File: config.mk
export PLATFORM = sky130hd
export DESIGN_NAME = spi_frame_writer_flat
export DESIGN_NICKNAME = d
export VERILOG_FILES = /design/src/rtl/spi_frame_writer_if.sv /design/src/rtl/spi_frame_writer.sv /design/src/flat_wrapper.sv
export SDC_FILE = /design/constraint.sdc
export NUM_CORES = 1
export LEC_CHECK = 0
export BUFFER_PORTS_ARGS = -buffer_cell sky130_fd_sc_hd__buf_4
export CORE_UTILIZATION = 35
export CTS_CLUSTER_DIAMETER = 150
export DETAILED_ROUTE_END_ITERATION = 16
export PLACE_DENSITY_LB_ADDON = 0.1
export SLEW_MARGIN = 10
export SYNTH_ARGS = -nofsm -noshare
export SYNTH_HDL_FRONTEND = slang
export SYNTH_SLANG_ARGS = --single-unit
File: constraint.sdc
create_clock -name clk -period 3 [get_ports clk]
set_input_delay 0.3 -clock clk [delete_from_list [all_inputs] [get_ports clk]]
set_output_delay 0.3 -clock clk [all_outputs]
set_load 0.05 [all_outputs]
File: src/rtl/spi_frame_writer_if.sv
// Byte-stream input and frame-buffer write bus of spi_frame_writer.
// Optional feature macro: FRAME_CHECKSUM_EN (adds checksum / checksumValid).
interface spi_frame_writer_if #(
  parameter int DATA_W = 8,
  parameter int IMG_W  = 64,
  parameter int IMG_H  = 64,
  parameter int ADDR_W = 12
);
  localparam int COL_W = (IMG_W > 1) ? $clog2(IMG_W) : 1;
  localparam int ROW_W = (IMG_H > 1) ? $clog2(IMG_H) : 1;

  logic [DATA_W-1:0] byteIn;
  logic              byteStrobe;
  logic              frameAbort;
  logic              frameAck;
  logic              memWe;
  logic [ADDR_W-1:0] memAddr;
  logic [DATA_W-1:0] memWdata;
  logic [COL_W-1:0]  col;
  logic [ROW_W-1:0]  row;
  logic              frameReady;
  logic              busy;
  logic              overflow;
`ifdef FRAME_CHECKSUM_EN
  logic [DATA_W-1:0] checksum;
  logic              checksumValid;

  modport master (
    output byteIn, byteStrobe, frameAbort, frameAck,
    input  memWe, memAddr, memWdata, col, row, frameReady, busy, overflow,
           checksum, checksumValid
  );
  modport slave (
    input  byteIn, byteStrobe, frameAbort, frameAck,
    output memWe, memAddr, memWdata, col, row, frameReady, busy, overflow,
           checksum, checksumValid
  );
`else
  modport master (
    output byteIn, byteStrobe, frameAbort, frameAck,
    input  memWe, memAddr, memWdata, col, row, frameReady, busy, overflow
  );
  modport slave (
    input  byteIn, byteStrobe, frameAbort, frameAck,
    output memWe, memAddr, memWdata, col, row, frameReady, busy, overflow
  );
`endif
endinterface

File: src/rtl/spi_frame_writer.sv
// Writes the SPI byte stream into the frame buffer and hands full frames to the edge core.
// Optional feature macro: FRAME_CHECKSUM_EN (per-frame modulo byte sum).
module spi_frame_writer #(
  parameter int DATA_W = 8,
  parameter int IMG_W  = 64,
  parameter int IMG_H  = 64,
  parameter int ADDR_W = 12
) (
  input logic              clk,
  input logic              nRst,
  spi_frame_writer_if.slave bus
);
  localparam int COL_W     = (IMG_W > 1) ? $clog2(IMG_W) : 1;
  localparam int ROW_W     = (IMG_H > 1) ? $clog2(IMG_H) : 1;
  localparam int LAST_ADDR = IMG_W * IMG_H - 1;

  typedef enum logic [1:0] {IDLE, FILL, FULL} state_t;

  state_t            state;
  state_t            state_nxt;
  logic              s1, s2, s3;
  logic              byte_evt;
  logic              write_go;
  logic              last_write;
  logic              clear_cnt;
  logic [ADDR_W-1:0] addr_cnt;
  logic [COL_W-1:0]  col_cnt;
  logic [ROW_W-1:0]  row_cnt;

  // byteStrobe is a slow level from the spiClk domain; byteIn is already stable when it rises.
  // NOTE: sequential state always uses non-blocking (<=) so every flop samples pre-edge values.
  always_ff @(posedge clk) begin
    if (!nRst) begin
      s1 <= 1'b0;
      s2 <= 1'b0;
      s3 <= 1'b0;
    end else begin
      s1 <= bus.byteStrobe;
      s2 <= s1;
      s3 <= s2;
    end
  end

  assign byte_evt   = s2 & ~s3;
  assign write_go   = byte_evt & ~bus.frameAbort & (state != FULL);
  assign last_write = write_go & (addr_cnt == ADDR_W'(LAST_ADDR));
  assign clear_cnt  = bus.frameAbort | ((state == FULL) & bus.frameAck);

  always_ff @(posedge clk) begin
    if (!nRst) state <= IDLE;
    else       state <= state_nxt;
  end

  // NOTE: combinational blocks assign a default first so no path leaves a latch behind.
  always_comb begin
    state_nxt = state;
    unique case (state)
      IDLE, FILL: begin
        if (bus.frameAbort)  state_nxt = IDLE;
        else if (last_write) state_nxt = FULL;
        else if (write_go)   state_nxt = FILL;
      end
      FULL:    if (bus.frameAbort || bus.frameAck) state_nxt = IDLE;
      default: state_nxt = IDLE;
    endcase
  end

  always_comb begin
    bus.busy       = (state == FILL);
    bus.frameReady = (state == FULL);
  end

  // Counters hold the next write address; the bus registers hold the address being written.
  always_ff @(posedge clk) begin
    if (!nRst) begin
      bus.memWe    <= 1'b0;
      bus.memAddr  <= '0;
      bus.memWdata <= '0;
      bus.col      <= '0;
      bus.row      <= '0;
      bus.overflow <= 1'b0;
      addr_cnt     <= '0;
      col_cnt      <= '0;
      row_cnt      <= '0;
    end else begin
      bus.memWe <= write_go;
      if (write_go) begin
        bus.memWdata <= bus.byteIn;
        bus.memAddr  <= addr_cnt;
        bus.col      <= col_cnt;
        bus.row      <= row_cnt;
        if (last_write) begin
          addr_cnt <= '0;
          col_cnt  <= '0;
          row_cnt  <= '0;
        end else begin
          addr_cnt <= addr_cnt + 1'b1;
          if (col_cnt == COL_W'(IMG_W - 1)) begin
            col_cnt <= '0;
            row_cnt <= row_cnt + 1'b1;
          end else begin
            col_cnt <= col_cnt + 1'b1;
          end
        end
      end else if (clear_cnt) begin
        addr_cnt <= '0;
        col_cnt  <= '0;
        row_cnt  <= '0;
      end
      if ((state == FULL) && byte_evt) bus.overflow <= 1'b1;
    end
  end

`ifdef FRAME_CHECKSUM_EN
  logic [DATA_W-1:0] sum;

  // Sum includes the byte being written while memWe is high; cleared whenever the FSM returns to IDLE.
  always_ff @(posedge clk) begin
    if (!nRst)          sum <= '0;
    else if (write_go)  sum <= sum + bus.byteIn;
    else if (clear_cnt) sum <= '0;
  end

  always_comb begin
    bus.checksum      = sum;
    bus.checksumValid = (state == FULL);
  end
`endif
endmodule

File: src/flat_wrapper.sv
// flat-port wrapper written by rule: the top's interface ports become plain ports
module spi_frame_writer_flat 
#(
  parameter int DATA_W = 8,
  parameter int IMG_W  = 64,
  parameter int IMG_H  = 64,
  parameter int ADDR_W = 12
)
  (clk, nRst, bus_byteIn, bus_byteStrobe, bus_frameAbort, bus_frameAck, bus_memWe, bus_memAddr, bus_memWdata, bus_col, bus_row, bus_frameReady, bus_busy, bus_overflow);
  spi_frame_writer_if #(.DATA_W(DATA_W), .IMG_W(IMG_W), .IMG_H(IMG_H), .ADDR_W(ADDR_W)) bus_i ();
  input logic clk;
  input logic nRst;
  input wire logic [$bits(bus_i.byteIn)-1:0] bus_byteIn;
  input wire logic [$bits(bus_i.byteStrobe)-1:0] bus_byteStrobe;
  input wire logic [$bits(bus_i.frameAbort)-1:0] bus_frameAbort;
  input wire logic [$bits(bus_i.frameAck)-1:0] bus_frameAck;
  output wire logic [$bits(bus_i.memWe)-1:0] bus_memWe;
  output wire logic [$bits(bus_i.memAddr)-1:0] bus_memAddr;
  output wire logic [$bits(bus_i.memWdata)-1:0] bus_memWdata;
  output wire logic [$bits(bus_i.col)-1:0] bus_col;
  output wire logic [$bits(bus_i.row)-1:0] bus_row;
  output wire logic [$bits(bus_i.frameReady)-1:0] bus_frameReady;
  output wire logic [$bits(bus_i.busy)-1:0] bus_busy;
  output wire logic [$bits(bus_i.overflow)-1:0] bus_overflow;
  assign bus_i.byteIn = bus_byteIn;
  assign bus_i.byteStrobe = bus_byteStrobe;
  assign bus_i.frameAbort = bus_frameAbort;
  assign bus_i.frameAck = bus_frameAck;
  assign bus_memWe = bus_i.memWe;
  assign bus_memAddr = bus_i.memAddr;
  assign bus_memWdata = bus_i.memWdata;
  assign bus_col = bus_i.col;
  assign bus_row = bus_i.row;
  assign bus_frameReady = bus_i.frameReady;
  assign bus_busy = bus_i.busy;
  assign bus_overflow = bus_i.overflow;
  spi_frame_writer #(.DATA_W(DATA_W), .IMG_W(IMG_W), .IMG_H(IMG_H), .ADDR_W(ADDR_W)) u_core (.clk(clk), .nRst(nRst), .bus(bus_i));
endmodule
# Word level (Yosys, flattened, before mapping)
# Cells that the tools add are included.
# totals
reg_bits,63
in_bits,13
out_inout_bits,36
wordCells,54
# op_classes
addsub,3
n_eq_ne,8
mux,15
bitwise_logic,8
n_reduce_logical,7
# op_table
cell,count
$mux 6,7
$mux 12,3
$add 12x1->12 const B,1
$add 6x1->6 const B,2
$eq 12x12->1 const B,1
$mux 2,4
$eq 6x6->1 const B,1
$and 1x1->1,5
$ne 4x2->1 const B,1
$pmux 2 s2,1
$reduce_and 2->1,2
$ne 3x3->1 const B,1
$eq 2x1->1 const B,1
$eq 2x2->1 const B,1
$logic_not 2->1,1
$ne 2x1->1 const B,1
$ne 2x2->1 const B,1
$not 1->1,2
$reduce_bool 2->1,1
$reduce_or 2->1,1
$logic_and 1x1->1,1
$logic_or 1x1->1,1
$or 1x1->1,1

# Logic depth before layout (Yosys ltp)
# Gate-level depths: netlist of run 1.
# depth
word_depth,8
ltp_mapped,7
depth_no_buf,6

# Worst setup path before layout of run 1
# No wires, ideal clock.
# synth_path
kind,register to register
from,register u_core.addr_cnt[0]
to,register u_core.addr_cnt[11]
setup_time_ns,0.122
arrival_time_ns,1.581
required_ns,2.878
setup_slack_ns,1.297
stages_incl_launch_ff,7
path_buffers,0
synth_period_minus_slack_ns,1.703
cell_sequence,dfxtp_1 -> ha_1 -> nand3_2 -> nor3_4 -> nand2b_1 -> nor2_1 -> o311a_1
# synth_between
elab_chain_cells,4
word_cells_on_any_way,5
cone_classes,add/sub: 1; eq/ne: 1; mux: 2; bitwise: 1
# synth_rtl
element,line,text
"start, declared",spi_frame_writer.sv:26,logic [ADDR_W-1:0] addr_cnt;
"start signal, assigned",spi_frame_writer.sv:97,addr_cnt <= addr_cnt + 1'b1;
branches (longest 2 deep; another with $add 12x1->12),-,
$mux 12 (*),spi_frame_writer.sv:92,if (last_write) begin
$mux 12 (*),spi_frame_writer.sv:87,if (write_go) begin
# Every way passes the cells marked *.
# A chain may end at the register's enable or synchronous reset.

# Worst setup path after layout of run 1
# layout_path
from,register u_core.state[0]
to,register u_core.row_cnt[2]
# layout_between
elab_chain_cells,5
word_cells_on_any_way,11
cone_classes,eq/ne: 3; mux: 2; bitwise: 4; reduce/logical: 2
# layout_rtl
element,line,text
"start, declared",spi_frame_writer.sv:19,state_t state;
"start signal, assigned",spi_frame_writer.sv:51,else state <= state_nxt;
$ne 2x2->1 / $eq 2x2->1 (equally long branches),"spi_frame_writer.sv:45, spi_frame_writer.sv:47",
"$and 1x1->1, on equally long branches","spi_frame_writer.sv:45, spi_frame_writer.sv:47",
$and 1x1->1 / $or 1x1->1 (equally long branches),"spi_frame_writer.sv:46, spi_frame_writer.sv:47",
"$ne 3x3->1 (no line), or another cell as far along",-,
$reduce_and 2->1 (no line) / $mux 6 (equally long branches),-,
"end signal, assigned",spi_frame_writer.sv:100,row_cnt <= row_cnt + 1'b1;
"end, declared",spi_frame_writer.sv:28,logic [ROW_W-1:0] row_cnt;
# Parallel ways exist; a longest one is shown, timed or not.

==> results of run 1 <==
-- registers in the layout, summed over array words and instances, names as in the netlist --
name                 count
u_core.bus.col           6
u_core.bus.row           6
u_core.state             2
u_core.addr_cnt         12
u_core.bus.overflow      1
u_core.s1                1
u_core.bus.memWdata      8
u_core.bus.memWe         1
u_core.row_cnt           6
u_core.bus.memAddr      12
u_core.s3                1
u_core.s2                1
u_core.col_cnt           6
-- Yosys cell counts (2+ instances only) --
library cell | instances | area (sq um)
nand2_1 | 77 | 289
a31oi_1 | 6 | 37.5
nand4_1 | 3 | 18.8
nor2_1 | 14 | 52.6
clkbuf_1 | 7 | 26.3
nand3_1 | 9 | 45.0
or3_1 | 3 | 18.8
nand2b_1 | 9 | 56.3
a21oi_1 | 48 | 240
buf_2 | 6 | 30.0
o21bai_1 | 2 | 15.0
nor3_1 | 3 | 15.0
nand3_2 | 2 | 20.0
o311a_1 | 2 | 20.0
dfxtp_1 | 63 | 1260
and3_1 | 7 | 43.8
a22oi_1 | 2 | 15.0
o22ai_1 | 2 | 12.5
o21ai_0 | 12 | 60.1
inv_1 | 7 | 26.3
nor3_2 | 2 | 20.0
ha_1 | 3 | 37.5
o2bb2ai_1 | 2 | 17.5
and2_1 | 4 | 25.0
-- metal layers --
| layer | wire length, microns | track usage [%] | share of wire [%] |
|---|---|---|---|
| met5 | 0 | 0 | 0 |
| met4 | 83 | 7.15 | 1.4 |
| met3 | 298 | 5.28 | 4.9 |
| met2 | 2640 | 25.4 | 44 |
| met1 | 3030 | 22.5 | 50 |
-- metrics by stage --
stage	hold WS [ns]	instance area, sq um	power (uW)	instances
after floorplan	0.412	2570	914	313
final	0.175	3240	1690	463
after CTS	0.157	3240	1720	463
after detailed placement	0.422	3030	947	447
after global placement	0.417	3030	947	447
after global routing	0.167	3240	1770	463
-- area by class of cell --
cell class,instances,share of cell area [%]
clock buffer,13,5.22
multi-input combinational,228,37.9
clock inverter,3,1.24
timing repair buffer,52,12.1
inverter,8,0.928
tap,96,3.71
sequential,63,39.0
-- how the worst min path moves through the flow --
stage | from | end | slack (ns)
global route | bus_byteStrobe | u_core.s1 | 0.17
detailed placement | u_core.s1 | u_core.s2 | 0.42
CTS | bus_byteStrobe | u_core.s1 | 0.16
floorplan | u_core.s1 | u_core.s2 | 0.41
global placement | u_core.s1 | u_core.s2 | 0.42
finish | bus_byteStrobe | u_core.s1 | 0.18
-- power by group --
group | leakage [uW] | internal (uW) | total (uW) | switching, uW
clock network | 0.000109 | 449 | 766 | 317
registers | 0.000508 | 842 | 845 | 3.21
logic | 0.000641 | 28.1 | 82.5 | 54.4
total | 0.00126 | 1320 | 1690 | 374
-- logic make-up after synthesis --
| kind of cell | Yosys count | share of synthesized area (%) |
|---|---|---|
| muxes | 1 | 0.389 |
| adders and majority gates | 3 | 1.46 |
| AOI/OAI and AO/OA | 82 | 18.8 |
| buffers and inverters | 22 | 3.50 |
| xor gates and xnor gates | 2 | 0.681 |
| and+or+nand+nor | 140 | 26.1 |
| DFF | 63 | 49.1 |
==> flow_summary.ini, run 1 <==
[floorplan]
dieArea_sq_um = 7690
num_rows = 30
start_util_pct = 37.0
die-width_microns = 87.7
die_h_microns = 87.7
core_sq_um = 6940
io_pins = 49

[synthesis]
async_flop_share_pct = 0
syn_area_sq_um = 2570
ys_seq_area_share_pct = 49.1
synth_edf_count = 0
yosysUniqueCellTypes = 42
avgSynthCellArea_sq_um = 8.21
synth_nets = 329
postSynthCellCount = 313
yosysWarningCount = 0
ys.flop_type = dfxtp_1
synth-seq-cells = 63

[placement]
dp.final_hpwl_microns = 4070
dpl_worst_slack_ns = 0.679
gp_congestion = 0.787
numPortBuffers = 48

[sta]
clock_skew_ns = 0.00892
setup-violations-final = 0
finalSetupTns_ns = 0
finalCritPeriodShare_pct = 78.4
rsz0062_at_grt = false
period_needed_ns = 2.35
hold_viol = 0
setup_ws_ns = 0.648
fmax_ghz = 0.425
relSlewSlack_pct = 38.7
report.final.slew_viol_count = 0
tightest_slew_ns = 0.914

[global_routing]
grt_max_degree = 37
grt_pass1_vias = 2038
grt_usage_pct = 16.9
grt_pass1_wl_microns = 9880
grt_overflow_total = 0
antenna_found_initial = 0

[clocking]
cts_inserted_buffers = 9
cts_buffer_depth = 2
root_buffer = clkbuf_8
cts_resized = 0
cts_max_level = 3
cts_sinks = 63
postCtsSetupBuffers = 0
insertion_delay_ns = 0.34
cts_hold_buf = 0
clkTransAtPathRegs_ns = 0.07
tritoncts = yes

[critical_path]
crit_end = u_core.row_cnt[2]
cp.buffers_inverters = 0
crit_fanout = 15
r2r_setup_slack_ns = 0.65
r2r_cells = 5
critPathSlowestCell = nor3_2
cp-start-kind = flip-flop
crit_path_max_incr_delay_ns = 0.81
timing.rr.end = u_core.row_cnt[2]
cp_data_arrival_time_ns = 2.62
cp.required_ns = 3.27
critPathLaunch = u_core.state[0]
timing.rr.start = u_core.state[0]
cp_top_family = simple AND/OR/NAND/NOR gates
cp-end-kind = flip-flop
crit_chain = nand2b_1 -> nand3_2 -> nor3_2 -> nand2_1 -> o2bb2ai_1
critPathKind = flip-flop to flip-flop
path_depth = 5

[final_layout]
fillCellCount = 708
drive_above_1_share_pct = 21.0
layout_common_cells = 77 x nand2_1, 63 x dfxtp_1, 52 x buf_4, 48 x a21oi_1, 14 x nor2_1
layout.nets = 378
final_common_cell = nand2_1
multi_input_area_sq_um = 1230
flow.area_growth_from_synthesis_pct = 25.9
fin_util_pct = 46.6
regArea_sq_um = 1260
diodes = 0

[routing]
routedWlPerCell_microns = 13.1
postRouteAntennaNets = 0
firstDrtPassIters = 4
drc = 0
wirelength_microns = 6060
num_vias = 2246
viasPerCell = 4.85
initialDrtViolationCount = 149

[job]
drv_cap = 0

[pwr]
ir_drop_mv = 0.257
power_density_nw_per_um2 = 523
static-leakage-power_uw = 0.00126

[worst_hold_path]
hold_path_depth = 2
hold_class = input port to flip-flop

[outcome]
status = complete, no violations
Note: power is estimated with default switching activity, not from simulation.
==> inputs of run 2 (changes only) <==
==> constraint.sdc (replaced) <==
create_clock -name clk -period 2.25 [get_ports clk]
set_input_delay 0.225 -clock clk [delete_from_list [all_inputs] [get_ports clk]]
set_output_delay 0.225 -clock clk [all_outputs]
set_load 0.05 [all_outputs]
==> flow_summary.ini, run 2 (same netlist as run 1, synthesis figures left out) <==
[sta]
finalSetupTns_ns = 0
period_needed_ns = 1.99
relSlewSlack_pct = 61.2
clock_skew_ns = 0.00602
setup-violations-final = 0
tightest_slew_ns = 0.580
fmax_ghz = 0.503
report.final.slew_viol_count = 0
whs_ns = 0.0917
rsz0062_at_grt = false
hold_viol = 0
finalCritPeriodShare_pct = 88.4

[critical_path]
critPathSlowestCell = nor3_4
cp_data_arrival_time_ns = 2.22
cp-start-kind = flip-flop
crit_fanout = 10
cp.buffers_inverters = 0
cp-end-kind = flip-flop
critPathKind = flip-flop to flip-flop
cp_top_family = simple AND/OR/NAND/NOR gates
r2r_setup_slack_ns = 0.26
crit_path_max_incr_delay_ns = 0.50
cp.required_ns = 2.48
crit_chain = ha_1 -> nand3_2 -> nor3_4 -> nand2b_1 -> nor2_1 -> o311a_1

[floorplan]
num_rows = 30
start_util_pct = 37.0
io_pins = 49
die_h_microns = 87.7
dieArea_sq_um = 7690
core_sq_um = 6940
die-width_microns = 87.7

[routing]
initialDrtViolationCount = 128
firstDrtPassIters = 4
wirelength_microns = 6050
drc = 0
postRouteAntennaNets = 0
routedWlPerCell_microns = 12.9
viasPerCell = 4.97
num_vias = 2321

[clocking]
clkTransAtPathRegs_ns = 0.07
cts_inserted_buffers = 9
postCtsSetupBuffers = 0
cts_buffer_depth = 2
cts_sinks = 63
cts_max_level = 3
cts_hold_buf = 0
tritoncts = yes
insertion_delay_ns = 0.34
root_buffer = clkbuf_8
cts_resized = 0

[global_routing]
grt_max_degree = 29
grt_pass1_vias = 2019
grt_usage_pct = 16.4
grt_pass1_wl_microns = 9630
antenna_found_initial = 0
grt_overflow_total = 0

[placement]
numPortBuffers = 48
gp_congestion = 0.801
dp.final_hpwl_microns = 4110

[final_layout]
reg.largest.list = u_core.addr_cnt (12), u_core.bus.memAddr (12), u_core.bus.memWdata (8)
flow.area_growth_from_synthesis_pct = 27.4
drive_above_1_share_pct = 21.8
fin_util_pct = 47.2
layout.nets = 382
fillCellCount = 691
layout_common_cells = 77 x nand2_1, 63 x dfxtp_1, 56 x buf_4, 48 x a21oi_1, 14 x nor2_1
diodes = 0
final_common_cell = nand2_1

[pwr]
ir_drop_mv = 0.423
power.total_uw = 2300
static-leakage-power_uw = 0.00128
power_density_nw_per_um2 = 701

[job]
drv_cap = 0

[worst_hold_path]
hold_class = input port to flip-flop

[outcome]
status = complete, no violations
## run 2: cell types whose count changed in the layout (fill, tap and decap cells not counted)
cell	delta
clkbuf_8	-3
buf_4	+4
bufinv_16	+1
inv_6	+1
nor3_4	+1
clkinv_2	+1
nor3_2	-1
## run 2: per-stage QoR
step                      worst slack [ns]  std cells  instance area (sq um)
after floorplan                      0.547        313                   2570
after global placement               0.196        451                   3060
after detailed placement            0.0927        451                   3060
after CTS                           0.0915        467                   3270
after global routing                0.0897        467                   3280
final                                0.260        467                   3280
## run 2: layout make-up
| class | instances | area (sq um) | share of cell area (%) |
|---|---|---|---|
| inverter | 8 | 30.0 | 0.917 |
| multi-input combinational | 228 | 1230 | 37.6 |
| tap | 96 | 120 | 3.67 |
| clock buffer | 10 | 128 | 3.90 |
| timing repair buffer | 56 | 420 | 12.8 |
| clock inverter | 6 | 83.8 | 2.56 |
| sequential | 63 | 1260 | 38.5 |
## run 2: worst paths after layout
kind,startpoint,endpoint,cells after the start
setup / recovery,u_core.addr_cnt[0],u_core.addr_cnt[11],6
hold / removal,bus_byteStrobe,u_core.s1,2
setup reg to reg,u_core.addr_cnt[0],u_core.addr_cnt[11],6
hold reg to reg,u_core.s1,u_core.s2,1
## run 2: worst register-to-register path, stage by stage, from the launching register on
cell,delay [ns]
dfxtp_1,0.42
ha_1,0.24
nand3_2,0.13
nor3_4,0.50
nand2b_1,0.22
nor2_1,0.06
o311a_1,0.32
## run 2: power by group
| part | switching [uW] | internal (uW) | total [uW] | leakage [uW] |
|---|---|---|---|---|
| registers | 4.16 | 1120 | 1130 | 0.000508 |
| logic | 74.7 | 41.9 | 117 | 0.000657 |
| clock network | 432 | 622 | 1050 | 0.000110 |
## run 2: layer usage
metal / vias to the layer above / wire length (microns) / track usage [%]
li1: 1190 / - / -
met1: 1072 / 2950 / 21.5
met2: 53 / 2740 / 25.6
met3: 6 / 301 / 5.94
met4: 0 / 55 / 4.47
met5: - / 0 / 0
==> inputs of run 3 (changes only) <==
--- a/config.mk
+++ b/config.mk
@@ -9,7 +9,6 @@
 export CORE_UTILIZATION = 35
 export CTS_CLUSTER_DIAMETER = 150
 export DETAILED_ROUTE_END_ITERATION = 16
-export PLACE_DENSITY_LB_ADDON = 0.1
 export SLEW_MARGIN = 10
 export SYNTH_ARGS = -nofsm -noshare
 export SYNTH_HDL_FRONTEND = slang
==> flow_summary.ini, run 3 (same netlist as run 1, synthesis figures left out) <==
[critical_path]
path_depth = 6
crit_fanout = 10
critPathKind = flip-flop to flip-flop
cp_data_arrival_time_ns = 2.21
r2r_cells = 6
timing.rr.end = u_core.addr_cnt[11]
cp.buffers_inverters = 0
cp.required_ns = 2.49
critPathSlowestCell = nor3_4
cp_top_family = simple AND/OR/NAND/NOR gates
crit_chain = ha_1 -> nand3_2 -> nor3_4 -> nand2b_1 -> nor2_1 -> o311a_1
r2r_setup_slack_ns = 0.28
cp-start-kind = flip-flop
crit_path_max_incr_delay_ns = 0.47
cp-end-kind = flip-flop
timing.rr.start = u_core.addr_cnt[0]

[worst_hold_path]
hp-start = bus_byteStrobe
hold_path_depth = 2
holdPathEnd = u_core.s1
hold_class = input port to flip-flop

[routing]
drc = 0
routedWlPerCell_microns = 12.3
initialDrtViolationCount = 151
firstDrtPassIters = 4
viasPerCell = 4.91
postRouteAntennaNets = 0
wirelength_microns = 5710
num_vias = 2285

[global_routing]
grt_pass1_vias = 2047
grt_max_degree = 40
grt_pass1_wl_microns = 9410
grt_usage_pct = 16.1
grt_use_met1_pct = 20.4
use_met3_pct = 4.34
grt_overflow_total = 0
use_met2_pct = 25.0
gr-max-usage-layer = met2
antenna_found_initial = 0

[pwr]
clkPwrFrac_pct = 49.3
seq_power_share_pct = 46.1
sw_frac_of_total_pct = 22.1
power_density_nw_per_um2 = 741
p_sw_uw = 541
static-leakage-power_uw = 0.00128
ir_drop_mv = 0.331
power.internal_uw = 1900
combPwrFrac_pct = 4.6

[sta]
hold_viol = 0
rsz0062_at_grt = false
period_needed_ns = 1.97
relSlewSlack_pct = 61.6
finalCritPeriodShare_pct = 87.7
tightest_slew_ns = 0.574
finalSetupTns_ns = 0
fmax_ghz = 0.507
setup-violations-final = 0
clock_skew_ns = 0.00872
report.final.slew_viol_count = 0
whs_ns = 0.0805

[clocking]
cts_max_level = 3
cts_inserted_buffers = 9
postCtsSetupBuffers = 0
clkTransAtPathRegs_ns = 0.07
insertion_delay_ns = 0.35
tritoncts = yes
root_buffer = clkbuf_8
cts_sinks = 63
cts_buffer_depth = 2

[final_layout]
fillCellCount = 719
drive_above_1_share_pct = 21.7
flow.area_growth_from_synthesis_pct = 28.1
final_common_cell = nand2_1
reg.largest.list = u_core.addr_cnt (12), u_core.bus.memAddr (12), u_core.bus.memWdata (8)
diodes = 0
layout_common_cells = 77 x nand2_1, 63 x dfxtp_1, 54 x buf_4, 48 x a21oi_1, 14 x nor2_1
layout.nets = 380

[placement]
dp.final_hpwl_microns = 3920
numPortBuffers = 48
gp_congestion = 0.836

[floorplan]
start_util_pct = 37.0
die-width_microns = 87.7
num_rows = 30
core_sq_um = 6940
io_pins = 49
die_h_microns = 87.7
dieArea_sq_um = 7690

[outcome]
status = complete, no violations

[job]
drv_cap = 0
[run 3: cell count changes in the layout (fill, tap and decap cells not counted), sizes merged]
cell / previous run / this run
buf: 56 / 54
bufinv: 2 / 3
clkbuf: 10 / 9
clkinv: 4 / 3
clkinvlp: 0 / 1
[run 3: worst reg2reg max path, delay by kind of cell (launching register included)]
kind	cells	cell delay (ns)
AOI/OAI and AO/OA	1	0.32
adders and majority gates	1	0.24
DFF	1	0.42
and+or+nand+nor	4	0.88
[run 3: metrics by stage]
stage          worst slack [ns]  total power [uW]  std cells  area, sq um  util (%)
2_1_floorplan             0.547              1220        313         2570         -
3_3_place_gp              0.216              1260        449         3040      43.8
3_5_place_dp              0.161              1260        449         3040      43.8
4_1_cts                   0.135              2470        465         3290      47.3
5_1_grt                   0.120              2530        465         3290      47.4
6_report                  0.276              2440        465         3290      47.4
[run 3: layout make-up]
| class | instances | area [sq um] | area share [%] |
|---|---|---|---|
| Sequential cell | 63 | 1260 | 38.3 |
| Multi-Input combinational cell | 228 | 1230 | 37.4 |
| Timing Repair Buffer | 54 | 405 | 12.3 |
| Clock buffer | 9 | 124 | 3.76 |
| Clock inverter | 7 | 120 | 3.65 |
| Tap cell | 96 | 120 | 3.65 |
| Inverter | 8 | 30.0 | 0.912 |
[run 3: worst max path at each step]
stage	slack, ns	from	endpoint
floorplan	0.55	u_core.addr_cnt[0]	u_core.addr_cnt[11]
global placement	0.22	u_core.addr_cnt[0]	u_core.row_cnt[0]
detailed placement	0.16	u_core.addr_cnt[0]	u_core.row_cnt[0]
CTS	0.13	u_core.addr_cnt[0]	u_core.row_cnt[0]
global route	0.12	u_core.addr_cnt[0]	u_core.addr_cnt[11]
finish	0.28	u_core.addr_cnt[0]	u_core.addr_cnt[11]
[run 3: repair_timing]
item                                    4_1_cts  5_1_grt
resized for setup                             0        1
hold endpoints to repair                      0        0
hold buffers                                  0        0
endpoints found under the setup margin        0        3
[run 3: power groups by stage]
stage	Clock, uW	Combinational [uW]	Sequential [uW]
after floorplan	0	56.0	1160
after global placement	0	112	1150
after detailed placement	0	113	1150
after CTS	1230	113	1130
after global routing	1280	123	1130
final	1200	112	1130
[run 3: per-layer routing]
layer	vias up	routed length (microns)
met5	-	0
met4	0	104
met3	8	301
met2	54	2500
met1	1038	2800
li1	1185	-
